--- src/rtl/vga_pixel_writer.sv ---
// vga_pixel_writer
// ----------------
// Takes the per-cycle pixel stream from the circle/clear controller and
// writes it into the single-port 160x120x3 framebuffer RAM. The scan-out
// reader owns the RAM port whenever it asks for it, so accepted pixels wait
// in a small FIFO. The controller has no ready input, so this block never
// applies backpressure: pixels that arrive while the FIFO is full are dropped
// and recorded in a sticky overflow flag.
//
// Configuration macro:
//   PIXEL_MERGE_EN - when defined, a pixel whose address matches the most
//                    recently buffered entry (still resident and not popped
//                    this cycle) overwrites that entry's colour instead of
//                    taking a new FIFO slot.
//
// Ports:
//   clk        system clock, rising edge
//   rst        asynchronous active-low reset
//   in_x/in_y  pixel coordinates from the controller
//   in_colour  pixel colour from the controller
//   in_draw    pixel valid strobe, one pixel per cycle while high
//   scan_req   scan-out reader owns the RAM port this cycle
//   scan_addr  scan-out read address
//   ovf_clr    synchronous clear of the overflow flag
//   mem_addr   registered RAM address
//   mem_wdata  registered RAM write data
//   mem_we     registered RAM write enable
//   busy       FIFO non-empty or a write on the RAM port
//   overflow   sticky: a pixel was dropped on a full FIFO
//   clip_count saturating count of off-screen pixels
module vga_pixel_writer #(
    parameter int H_RES      = 160,
    parameter int V_RES      = 120,
    parameter int ADDR_W     = 15,
    parameter int FIFO_DEPTH = 8
) (
    input  logic              clk,
    input  logic              rst,
    input  logic [7:0]        in_x,
    input  logic [6:0]        in_y,
    input  logic [2:0]        in_colour,
    input  logic              in_draw,
    input  logic              scan_req,
    input  logic [ADDR_W-1:0] scan_addr,
    input  logic              ovf_clr,
    output logic [ADDR_W-1:0] mem_addr,
    output logic [2:0]        mem_wdata,
    output logic              mem_we,
    output logic              busy,
    output logic              overflow,
    output logic [7:0]        clip_count
);

    localparam int PTR_W = (FIFO_DEPTH > 1) ? $clog2(FIFO_DEPTH) : 1;
    localparam int CNT_W = PTR_W + 1;

    typedef enum logic [1:0] {
        ST_IDLE  = 2'd0,
        ST_WRITE = 2'd1,
        ST_HOLD  = 2'd2
    } state_t;

    state_t             state_r;
    state_t             state_s;

    logic [ADDR_W-1:0]  fifo_addr_r [FIFO_DEPTH];
    logic [2:0]         fifo_col_r  [FIFO_DEPTH];
    logic [PTR_W-1:0]   wptr_r;
    logic [PTR_W-1:0]   rptr_r;
    logic [CNT_W-1:0]   count_r;
    logic [CNT_W-1:0]   count_s;

    logic [ADDR_W-1:0]  mem_addr_r;
    logic [2:0]         mem_wdata_r;
    logic               mem_we_r;
    logic               busy_r;
    logic               overflow_r;
    logic [7:0]         clip_count_r;

    logic               clipped_s;
    logic               valid_s;
    logic [ADDR_W-1:0]  pix_addr_s;
    logic               empty_s;
    logic               full_s;
    logic               pop_s;
    logic               push_s;
    logic               merge_s;
    logic               drop_s;

    // Clipping, linear address and FIFO push/pop/merge/drop decisions.
    always_comb begin
        clipped_s  = (int'(in_x) >= H_RES) || (int'(in_y) >= V_RES);
        valid_s    = in_draw && !clipped_s;
        pix_addr_s = ADDR_W'(in_y) * ADDR_W'(H_RES) + ADDR_W'(in_x);
        empty_s    = (count_r == {CNT_W{1'b0}});
        full_s     = (count_r == CNT_W'(FIFO_DEPTH));
        // The scan-out reader always wins the port, so a pop only happens
        // in WRITE with the port free.
        pop_s      = (state_r == ST_WRITE) && !scan_req && !empty_s;
`ifdef PIXEL_MERGE_EN
        // The newest entry sits at wptr-1; it is only popped this cycle when
        // it is also the head, i.e. the FIFO holds exactly one entry.
        merge_s    = valid_s && !empty_s
                     && !(pop_s && (count_r == CNT_W'(1)))
                     && (fifo_addr_r[wptr_r - PTR_W'(1)] == pix_addr_s);
`else
        merge_s    = 1'b0;
`endif
        push_s     = valid_s && !merge_s && (!full_s || pop_s);
        drop_s     = valid_s && !merge_s && full_s && !pop_s;

        case ({push_s, pop_s})
            2'b10:   count_s = count_r + CNT_W'(1);
            2'b01:   count_s = count_r - CNT_W'(1);
            default: count_s = count_r;
        endcase
    end

    // Next-state logic for the RAM port arbiter.
    always_comb begin
        state_s = state_r;
        case (state_r)
            ST_IDLE: begin
                if (!empty_s && scan_req) begin
                    state_s = ST_HOLD;
                end else if (!empty_s) begin
                    state_s = ST_WRITE;
                end else begin
                    state_s = ST_IDLE;
                end
            end
            ST_WRITE: begin
                if (scan_req) begin
                    state_s = ST_HOLD;
                end else if (empty_s || (pop_s && !push_s && (count_r == CNT_W'(1)))) begin
                    state_s = ST_IDLE;
                end else begin
                    state_s = ST_WRITE;
                end
            end
            ST_HOLD: begin
                if (scan_req) begin
                    state_s = ST_HOLD;
                end else if (!empty_s) begin
                    state_s = ST_WRITE;
                end else begin
                    state_s = ST_IDLE;
                end
            end
            default: state_s = ST_IDLE;
        endcase
    end

    // State register.
    always_ff @(posedge clk or negedge rst) begin
        if (!rst) begin
            state_r <= ST_IDLE;
        end else begin
            state_r <= state_s;
        end
    end

    // FIFO pointers and occupancy.
    always_ff @(posedge clk or negedge rst) begin
        if (!rst) begin
            wptr_r  <= {PTR_W{1'b0}};
            rptr_r  <= {PTR_W{1'b0}};
            count_r <= {CNT_W{1'b0}};
        end else begin
            if (push_s) begin
                wptr_r <= wptr_r + PTR_W'(1);
            end
            if (pop_s) begin
                rptr_r <= rptr_r + PTR_W'(1);
            end
            count_r <= count_s;
        end
    end

    // FIFO storage: new entries on push, colour overwrite on merge.
    always_ff @(posedge clk or negedge rst) begin
        if (!rst) begin
            for (int i = 0; i < FIFO_DEPTH; i++) begin
                fifo_addr_r[i] <= {ADDR_W{1'b0}};
                fifo_col_r[i]  <= 3'd0;
            end
        end else begin
            if (push_s) begin
                fifo_addr_r[wptr_r] <= pix_addr_s;
                fifo_col_r[wptr_r]  <= in_colour;
            end
`ifdef PIXEL_MERGE_EN
            else if (merge_s) begin
                fifo_col_r[wptr_r - PTR_W'(1)] <= in_colour;
            end
`endif
        end
    end

    // RAM port registers: popped pixel, else scan-out address with writes off.
    always_ff @(posedge clk or negedge rst) begin
        if (!rst) begin
            mem_addr_r  <= {ADDR_W{1'b0}};
            mem_wdata_r <= 3'd0;
            mem_we_r    <= 1'b0;
            busy_r      <= 1'b0;
        end else begin
            if (pop_s) begin
                mem_addr_r  <= fifo_addr_r[rptr_r];
                mem_wdata_r <= fifo_col_r[rptr_r];
                mem_we_r    <= 1'b1;
            end else if (scan_req) begin
                mem_addr_r  <= scan_addr;
                mem_we_r    <= 1'b0;
            end else begin
                mem_we_r    <= 1'b0;
            end
            // Registered image of "count > 0 or write on the port".
            busy_r <= (count_s != {CNT_W{1'b0}}) || pop_s;
        end
    end

    // Sticky overflow (a new drop beats a clear) and saturating clip counter.
    always_ff @(posedge clk or negedge rst) begin
        if (!rst) begin
            overflow_r   <= 1'b0;
            clip_count_r <= 8'd0;
        end else begin
            if (drop_s) begin
                overflow_r <= 1'b1;
            end else if (ovf_clr) begin
                overflow_r <= 1'b0;
            end
            if (in_draw && clipped_s && (clip_count_r != 8'd255)) begin
                clip_count_r <= clip_count_r + 8'd1;
            end
        end
    end

    assign mem_addr   = mem_addr_r;
    assign mem_wdata  = mem_wdata_r;
    assign mem_we     = mem_we_r;
    assign busy       = busy_r;
    assign overflow   = overflow_r;
    assign clip_count = clip_count_r;

endmodule

--- config.mk ---
export PLATFORM = sky130hd
export DESIGN_NAME = vga_pixel_writer
export DESIGN_NICKNAME = d
export VERILOG_FILES = /design/src/rtl/vga_pixel_writer.sv
export SDC_FILE = /design/constraint.sdc
export NUM_CORES = 1
export LEC_CHECK = 0
export ABC_AREA = 1
export ABC_CLOCK_PERIOD_IN_PS = 2500
export CAP_MARGIN = 30
export CORE_MARGIN = 3
export CORE_UTILIZATION = 35
export CTS_CLUSTER_DIAMETER = 30
export DETAILED_ROUTE_END_ITERATION = 6
export PLACE_DENSITY = 0.62
export SYNTH_ARGS = -nofsm -noshare
export SYNTH_HDL_FRONTEND = slang
export SYNTH_SLANG_ARGS = --single-unit
--- constraint.sdc ---
create_clock -name clk -period 2.5 [get_ports clk]
set_input_delay 0.25 -clock clk [delete_from_list [all_inputs] [get_ports clk]]
set_output_delay 0.25 -clock clk [all_outputs]
set_load 0.05 [all_outputs]
==> results.toml, run 1 <==
[floorplan]
dieArea_um2 = 28100
io_pins = 67
placementRows = 58
die_h_um = 168
initial_core_util_pct = 35.9
die_w_um = 168
coreArea_um2 = 25500

[grt]
grt_pass1_vias = 7383
antenna_found_initial = 0
grtUsageTotal_pct = 17.2
globalRouteOverflowTotal = 0
grt_pass1_wl_mm = 39.3
grt_max_degree = 63

[worst_setup_path]
cp_max_fo = 5
cp_common_cell = "inv_1"
start_kind = "flop"
cp.arrival_ps = 2650
required_ps = 2820
max_stage_delay_ps = 410
reg2reg_depth = 15
critical-path-slowest-cell = "dfrtp_1"
crit_path_cell_trace = "inv_1 > ha_2 > nand3_2 > nand3_4 > nand2_2 > nand2_4 > inv_4 > ha_1 > inv_1 > nand2_1 > o211ai_1 > o21a_1 > inv_1 > nor3_2 > nand2_1"
path_class = "reg2reg"
reg2reg_slack_ps = 170
crit_path_end_kind = "flop"

[detailed_routing]
met2WireLength_mm = 10.4
ant_nets = 0
drc = 0
drt_iter0_drc = 652
met3_wirelength_mm = 1.21
wl_mm = 23.5
dr.pass1.iters = 5
drt-met1-wl_mm = 11.5
drt-vias-per-instance = 5.04
route.top_layer_used = "met4"
wl_per_cell_um = 15.6
vias = 7595

[yosys]
synth_fa_ha_area_share_pct = 3.31
syn_area_um2 = 9160
synthCells = 1083
synth_xor_area_share_pct = 1.43
synth.top_cell.area_share_pct = 50.6
avgSynthCellArea_um2 = 8.45
syn-num-nets = 1144
synth_area_leader_cell = "dfrtp_1"
synth_mux_area_share_pct = 0
synth_compound_area_share_pct = 17.6
yosysWarnings = 0
ys_types = 37
ys_top_cells_by_area = "dfrtp_1 (51%), nand2_1 (10%), o21ai_0 (7.3%)"
synth_seq_cells = 185
synth_simple_gate_area_share_pct = 20.4
synth_top_family_by_area = "simple AND/OR/NAND/NOR gates"
seq_area_frac_synth_pct = 50.6

[power]
ir_worst_vdd_mv = 0.621
p_leak_nw = 5.19
power_density_nw_per_um2 = 1230

[final_layout]
fillerInstances = 2532
finalInstanceArea_um2 = 11000
instances_no_fill = 1506
multi_input_area_um2 = 3940
syn2layout_area_growth_pct = 20.4
regArea_um2 = 4630
drive_gt1_share_pct = 10.7
layout.nets = 1224
diodes = 0

[timing]
fmax_mhz = 430
finalCritPeriodShare_pct = 93.1
tightest_slew_ps = 555
rsz0062_at_grt = "true"
hold_violations = 0
final_max_slew_viol_count = 0
finClkSkew_ps = 9.95
min_period_ps = 2330
final-setup-viol-count = 0
slew_headroom_pct = 62.9
fin_ws_ps = 173

[clock_network]
clkTransAtPathRegs_ps = 70
h-tree-depth = 4
cts_tree = "built"
cts_buffer_depth = 2
cts.sinks = 185
cts-buffers-inserted = 17
cts_setup_buffers = 0
insertion_delay_ps = 440
root_buffer = "clkbuf_16"

[min_path]
hp-class = "in2async"

[placement]
postPlaceCellArea_um2 = 10400
gp_congestion = 0.798
place_ws_ps = -310
port_buffers = 66
hpwl_mm = 15.5
placed_cells = 1473

[run]
max_cap_violations = 0

[run_status]
outcome = "complete, no violations"
==> synthesized netlist by cell type <==
master    count
buf_6        15
buf_12        1
xor2_1       10
fa_1          2
a41oi_1       1
o21ai_2      20
inv_4         1
a21oi_1      23
nand4_1       5
o211a_1       1
nand3_1      42
o22ai_1       5
nand2_2       1
nor2_1      135
buf_2        11
o211ai_1     33
dfrtp_1     185
o221ai_1      2
o21ai_0     133
buf_4         3
nand3_2       2
nand2_4       6
nand2_1     256
inv_1        59
ha_1         21
o21a_1        1
clkbuf_1     21
o32ai_1       1
o21ai_1      64
or2_2         2
nor3_1        4
inv_2         2
buf_1         5
nand3_4       2
clkinv_1      2
o21bai_1      1
xnor2_1       5
==> through the flow <==
step | hold slack [ps] | util (%) | total power, mW | setup TNS (ps)
finish | 348 | 43.3 | 13.5 | 0
global placement | 251 | 40.8 | 10.6 | -7170
CTS | 349 | 43.2 | 13.6 | 0
global route | 384 | 43.3 | 14.6 | -65.5
floorplan | -45.6 | - | 8.98 | 0
detailed placement | 248 | 40.8 | 10.8 | -8700
==> area by class of cell <==
cell class	instances	share of cell area, %
Sequential cell	185	42.0
Multi-Input combinational cell	778	35.8
Timing Repair Buffer	117	10.8
Clock buffer	21	4.18
Tap cell	330	3.75
Inverter	64	2.20
Clock inverter	11	1.32
==> worst paths after layout <==
kind                            startpoint         endpoint
max reg2reg                     count_r[1]             busy
min in group clk                   ovf_clr         overflow
max                             count_r[1]             busy
min reg2reg                fifo_addr_r[56]  fifo_addr_r[56]
min                                    rst  fifo_addr_r[91]
max in group asynchronous              rst  fifo_addr_r[71]
==> metal layers <==
layer | global-route usage (%) | vias to the layer above
met2 | 26.9 | 195
met1 | 24.5 | 3621
met4 | 4.80 | 0
met5 | 0 | -
li1 | - | 3756
met3 | 3.19 | 23
==> state kept, by name, indices dropped and copies added, names as in the netlist <==
register / count
busy: 1
clip_count: 8
count_r: 4
fifo_addr_r: 120
fifo_col_r: 24
mem_addr: 15
mem_wdata: 3
mem_we: 1
overflow: 1
rptr_r: 3
state_r: 2
wptr_r: 3
==> logic make-up after synthesis <==
kind of cell / count (synthesis)
adder cells (fa/ha/maj): 23
AND/OR/NAND/NOR: 455
XOR/XNOR: 15
buffers and inverters: 120
AO/OA/AOI/OAI: 285
flip-flops: 185
==> power breakdown <==
group	switching, mW	leakage (nW)	total [mW]	internal (mW)
clock	1.17	0.290	2.80	1.63
combinational	3.57	2.57	5.68	2.11
sequential	0.755	2.33	5.06	4.30
==> timing repair <==
item,4_1_cts,5_1_grt
hold buffers,1,0
resized for setup,1,7
setup endpoints to repair,1,29
endpoints found under the hold margin,51,0
==> cell usage in the layout (no fill, tap or decap), drive strengths merged, types with 3 or more instances in the layout <==
cell type / count
bufinv: 3
o22ai: 5
a21oi: 23
nor2: 135
xnor2: 5
nand2: 263
ha: 21
clkinv: 5
o211ai: 33
xor2: 10
nand3: 46
nand4: 5
clkdlybuf4s50: 65
inv: 64
clkinvlp: 3
dfrtp: 185
nor3: 4
clkbuf: 22
buf: 50
o21ai: 217
==> worst max-delay path, delay by kind of cell, from the launching register on <==
kind,cells,cell delay (ps)
adders and majority gates,2,430
AOI/OAI and AO/OA,2,230
DFF,1,410
and+or+nand+nor,7,820
buffers and inverters,4,330
No activity file was read; power rests on OpenSTA's default activity.
==> inputs of run 2 (changes only) <==
--- a/config.mk
+++ b/config.mk
@@ -10,7 +10,6 @@
 export CAP_MARGIN = 30
 export CORE_MARGIN = 3
 export CORE_UTILIZATION = 35
-export CTS_CLUSTER_DIAMETER = 30
 export DETAILED_ROUTE_END_ITERATION = 6
 export PLACE_DENSITY = 0.62
 export SYNTH_ARGS = -nofsm -noshare
==> results of run 2 <==
Final layout, timing and power as in run 1 (identical DEF).
==> inputs of run 3 (changes only) <==
--- a/config.mk
+++ b/config.mk
@@ -9,9 +9,9 @@
 export ABC_CLOCK_PERIOD_IN_PS = 2500
 export CAP_MARGIN = 30
 export CORE_MARGIN = 3
-export CORE_UTILIZATION = 35
+export CORE_UTILIZATION = 50
 export DETAILED_ROUTE_END_ITERATION = 6
-export PLACE_DENSITY = 0.62
+export PLACE_DENSITY = 0.8
 export SYNTH_ARGS = -nofsm -noshare
 export SYNTH_HDL_FRONTEND = slang
 export SYNTH_SLANG_ARGS = --single-unit
==> run 3 against run 2 <==
  * Final area shrank 1.0%
  * Total power hardly changed
  * Critical path type unchanged
  * Clock power fell by 1%
  * Combinational power shrank 1%
  * Setup slack got worse by 10 ps
  * Die area down 29%
  * First-iteration DRC count grew 21%
  * Utilization is 19 points higher
  * Worst hold slack improved by 15 ps
  * Highest routed layer unchanged
  * Sequential share of layout area up 0.42 points
  * Global-route usage is 6.5 points higher
  * Clock skew shrank 1.6 ps
  * Largest cell class unchanged
==> results.toml, run 3 (synthesized netlist as in run 1, its figures left out) <==
[final_layout]
regMostFlops = "fifo_addr_r"
instances_no_fill = 1403
final_util_pct = 62.0
largest_register_ff_count = 120
drive_gt1_share_pct = 10.6
syn2layout_area_growth_pct = 19.2
diodes = 0
final_common_cell = "nand2_1"
layout.nets = 1226
mostFrequentLayoutCells = "nand2_1 (254), dfrtp_1 (183), nor2_1 (134)"

[grt]
antenna_found_initial = 0
globalRouteOverflowTotal = 0
grt_pass1_wl_mm = 38.2
grtUsageTotal_pct = 23.7
grt_pass1_vias = 7506
grt_max_degree = 70

[timing]
final_max_slew_viol_count = 0
fmax_mhz = 428
fin_tns_setup_ps = 0
rsz0062_at_grt = "true"
finalCritPeriodShare_pct = 93.5
hold_violations = 0
final-setup-viol-count = 0
finClkSkew_ps = 8.38
tightest_slew_ps = 664
slew_headroom_pct = 55.8
min_period_ps = 2340

[clock_network]
cts_tree = "built"
cts.sinks = 185
clkTransAtPathRegs_ps = 70
cts_setup_buffers = 0
h-tree-depth = 4
root_buffer = "clkbuf_16"
cts-buffers-inserted = 17
cts_buffer_depth = 2
insertion_delay_ps = 440

[placement]
gp_congestion = 0.854
hpwl_mm = 14.9
placed_cells = 1370
port_buffers = 66

[power]
ir_worst_vdd_mv = 0.784
clock_power_share_pct = 20.4
p_sw_mw = 5.47
p_leak_nw = 5.21
switching_share_pct = 40.4
p_seq_share_pct = 38.2
combPwrFrac_pct = 41.5
power_density_nw_per_um2 = 1240
intPower_mw = 8.07

[worst_setup_path]
required_ps = 2820
path_class = "reg2reg"
start_kind = "flop"
crit_path_end_kind = "flop"
cp_max_fo = 5
cp.arrival_ps = 2660

[floorplan]
die_h_um = 141
io_pins = 67
placementRows = 48
die_w_um = 141
dieArea_um2 = 20000
initial_core_util_pct = 52.0
coreArea_um2 = 17600

[detailed_routing]
wl_per_cell_um = 16.3
drt-vias-per-instance = 5.62
ant_nets = 0
vias = 7878
drc = 0
drt_iter0_drc = 791
wl_mm = 22.9
dr.pass1.iters = 5

[run]
max_cap_violations = 0

[run_status]
outcome = "complete, no violations"

[min_path]
hp-class = "in2async"
-- run 3: changes by cell type in the layout (fill, tap and decap cells not counted), sizes merged --
cell / before / now
buf: 50 / 53
clkinvlp: 3 / 1
clkbuf: 22 / 24
inv: 64 / 62
clkinv: 5 / 6
-- run 3: final timing paths --
check | endpoint | slack, ps | cells after the start | start
setup / recovery | busy | 160 | 15 | count_r[1]
hold / removal | busy | 360 | 2 | rst
setup reg to reg | busy | 160 | 15 | count_r[1]
hold reg to reg | fifo_addr_r[96] | 470 | 2 | fifo_addr_r[96]
max in group asynchronous | wptr_r[0] | 1390 | 3 | rst
min in group clk | overflow | 370 | 2 | ovf_clr
-- run 3: final cells by class --
cell class	count	area, um2
Clock buffer	24	482
Timing Repair Buffer	119	1200
Inverter	64	243
Clock inverter	8	118
Sequential cell	185	4630
Multi-Input combinational cell	778	3960
Tap cell	225	282
Fill cell	1463	6680
-- run 3: per-stage QoR --
step	worst slack, ps	total power, mW	hold WS (ps)	instance area, um2
4_1_cts	47.9	13.5	368	10900
3_5_place_dp	-314	10.7	287	10300
3_3_place_gp	-247	10.5	280	10300
2_1_floorplan	274	8.98	-45.6	9160
6_report	162	13.5	363	10900
5_1_grt	-36.0	14.5	389	10900
-- run 3: worst max-delay path: stages, from the launching register on --
cell and delay [ps]:
dfrtp_1 410, inv_1 110, ha_2 220, inv_1 60
nor3_2 160, nand2_2 130, nand2_4 140, inv_4 50
ha_1 230, inv_1 100, nand2_1 60, o211ai_1 80
o21a_1 140, inv_1 60, nor3_2 200, nand2_1 70
-- run 3: routing by layer --
layer  vias to the layer above  wire length, um  track usage [%]
met2                       281            11000             38.6
li1                       3759                -                -
met1                      3788             9900             32.6
met3                        50             1550             4.08
met4                         0              525             7.90
met5                         -                0                0
-- run 3: repair_timing --
item	in CTS	in global routing
hold endpoints to repair	62	0
setup endpoints to repair	0	22
resized for setup	0	10
hold buffers	1	0
-- run 3: power by group through the flow --
stage | logic (mW) | clock network (mW) | registers (mW)
3_3_place_gp | 5.37 | 0 | 5.12
6_report | 5.61 | 2.76 | 5.17
2_1_floorplan | 3.46 | 0 | 5.51
5_1_grt | 6.27 | 2.93 | 5.33
3_5_place_dp | 5.52 | 0 | 5.18
4_1_cts | 5.59 | 2.79 | 5.16
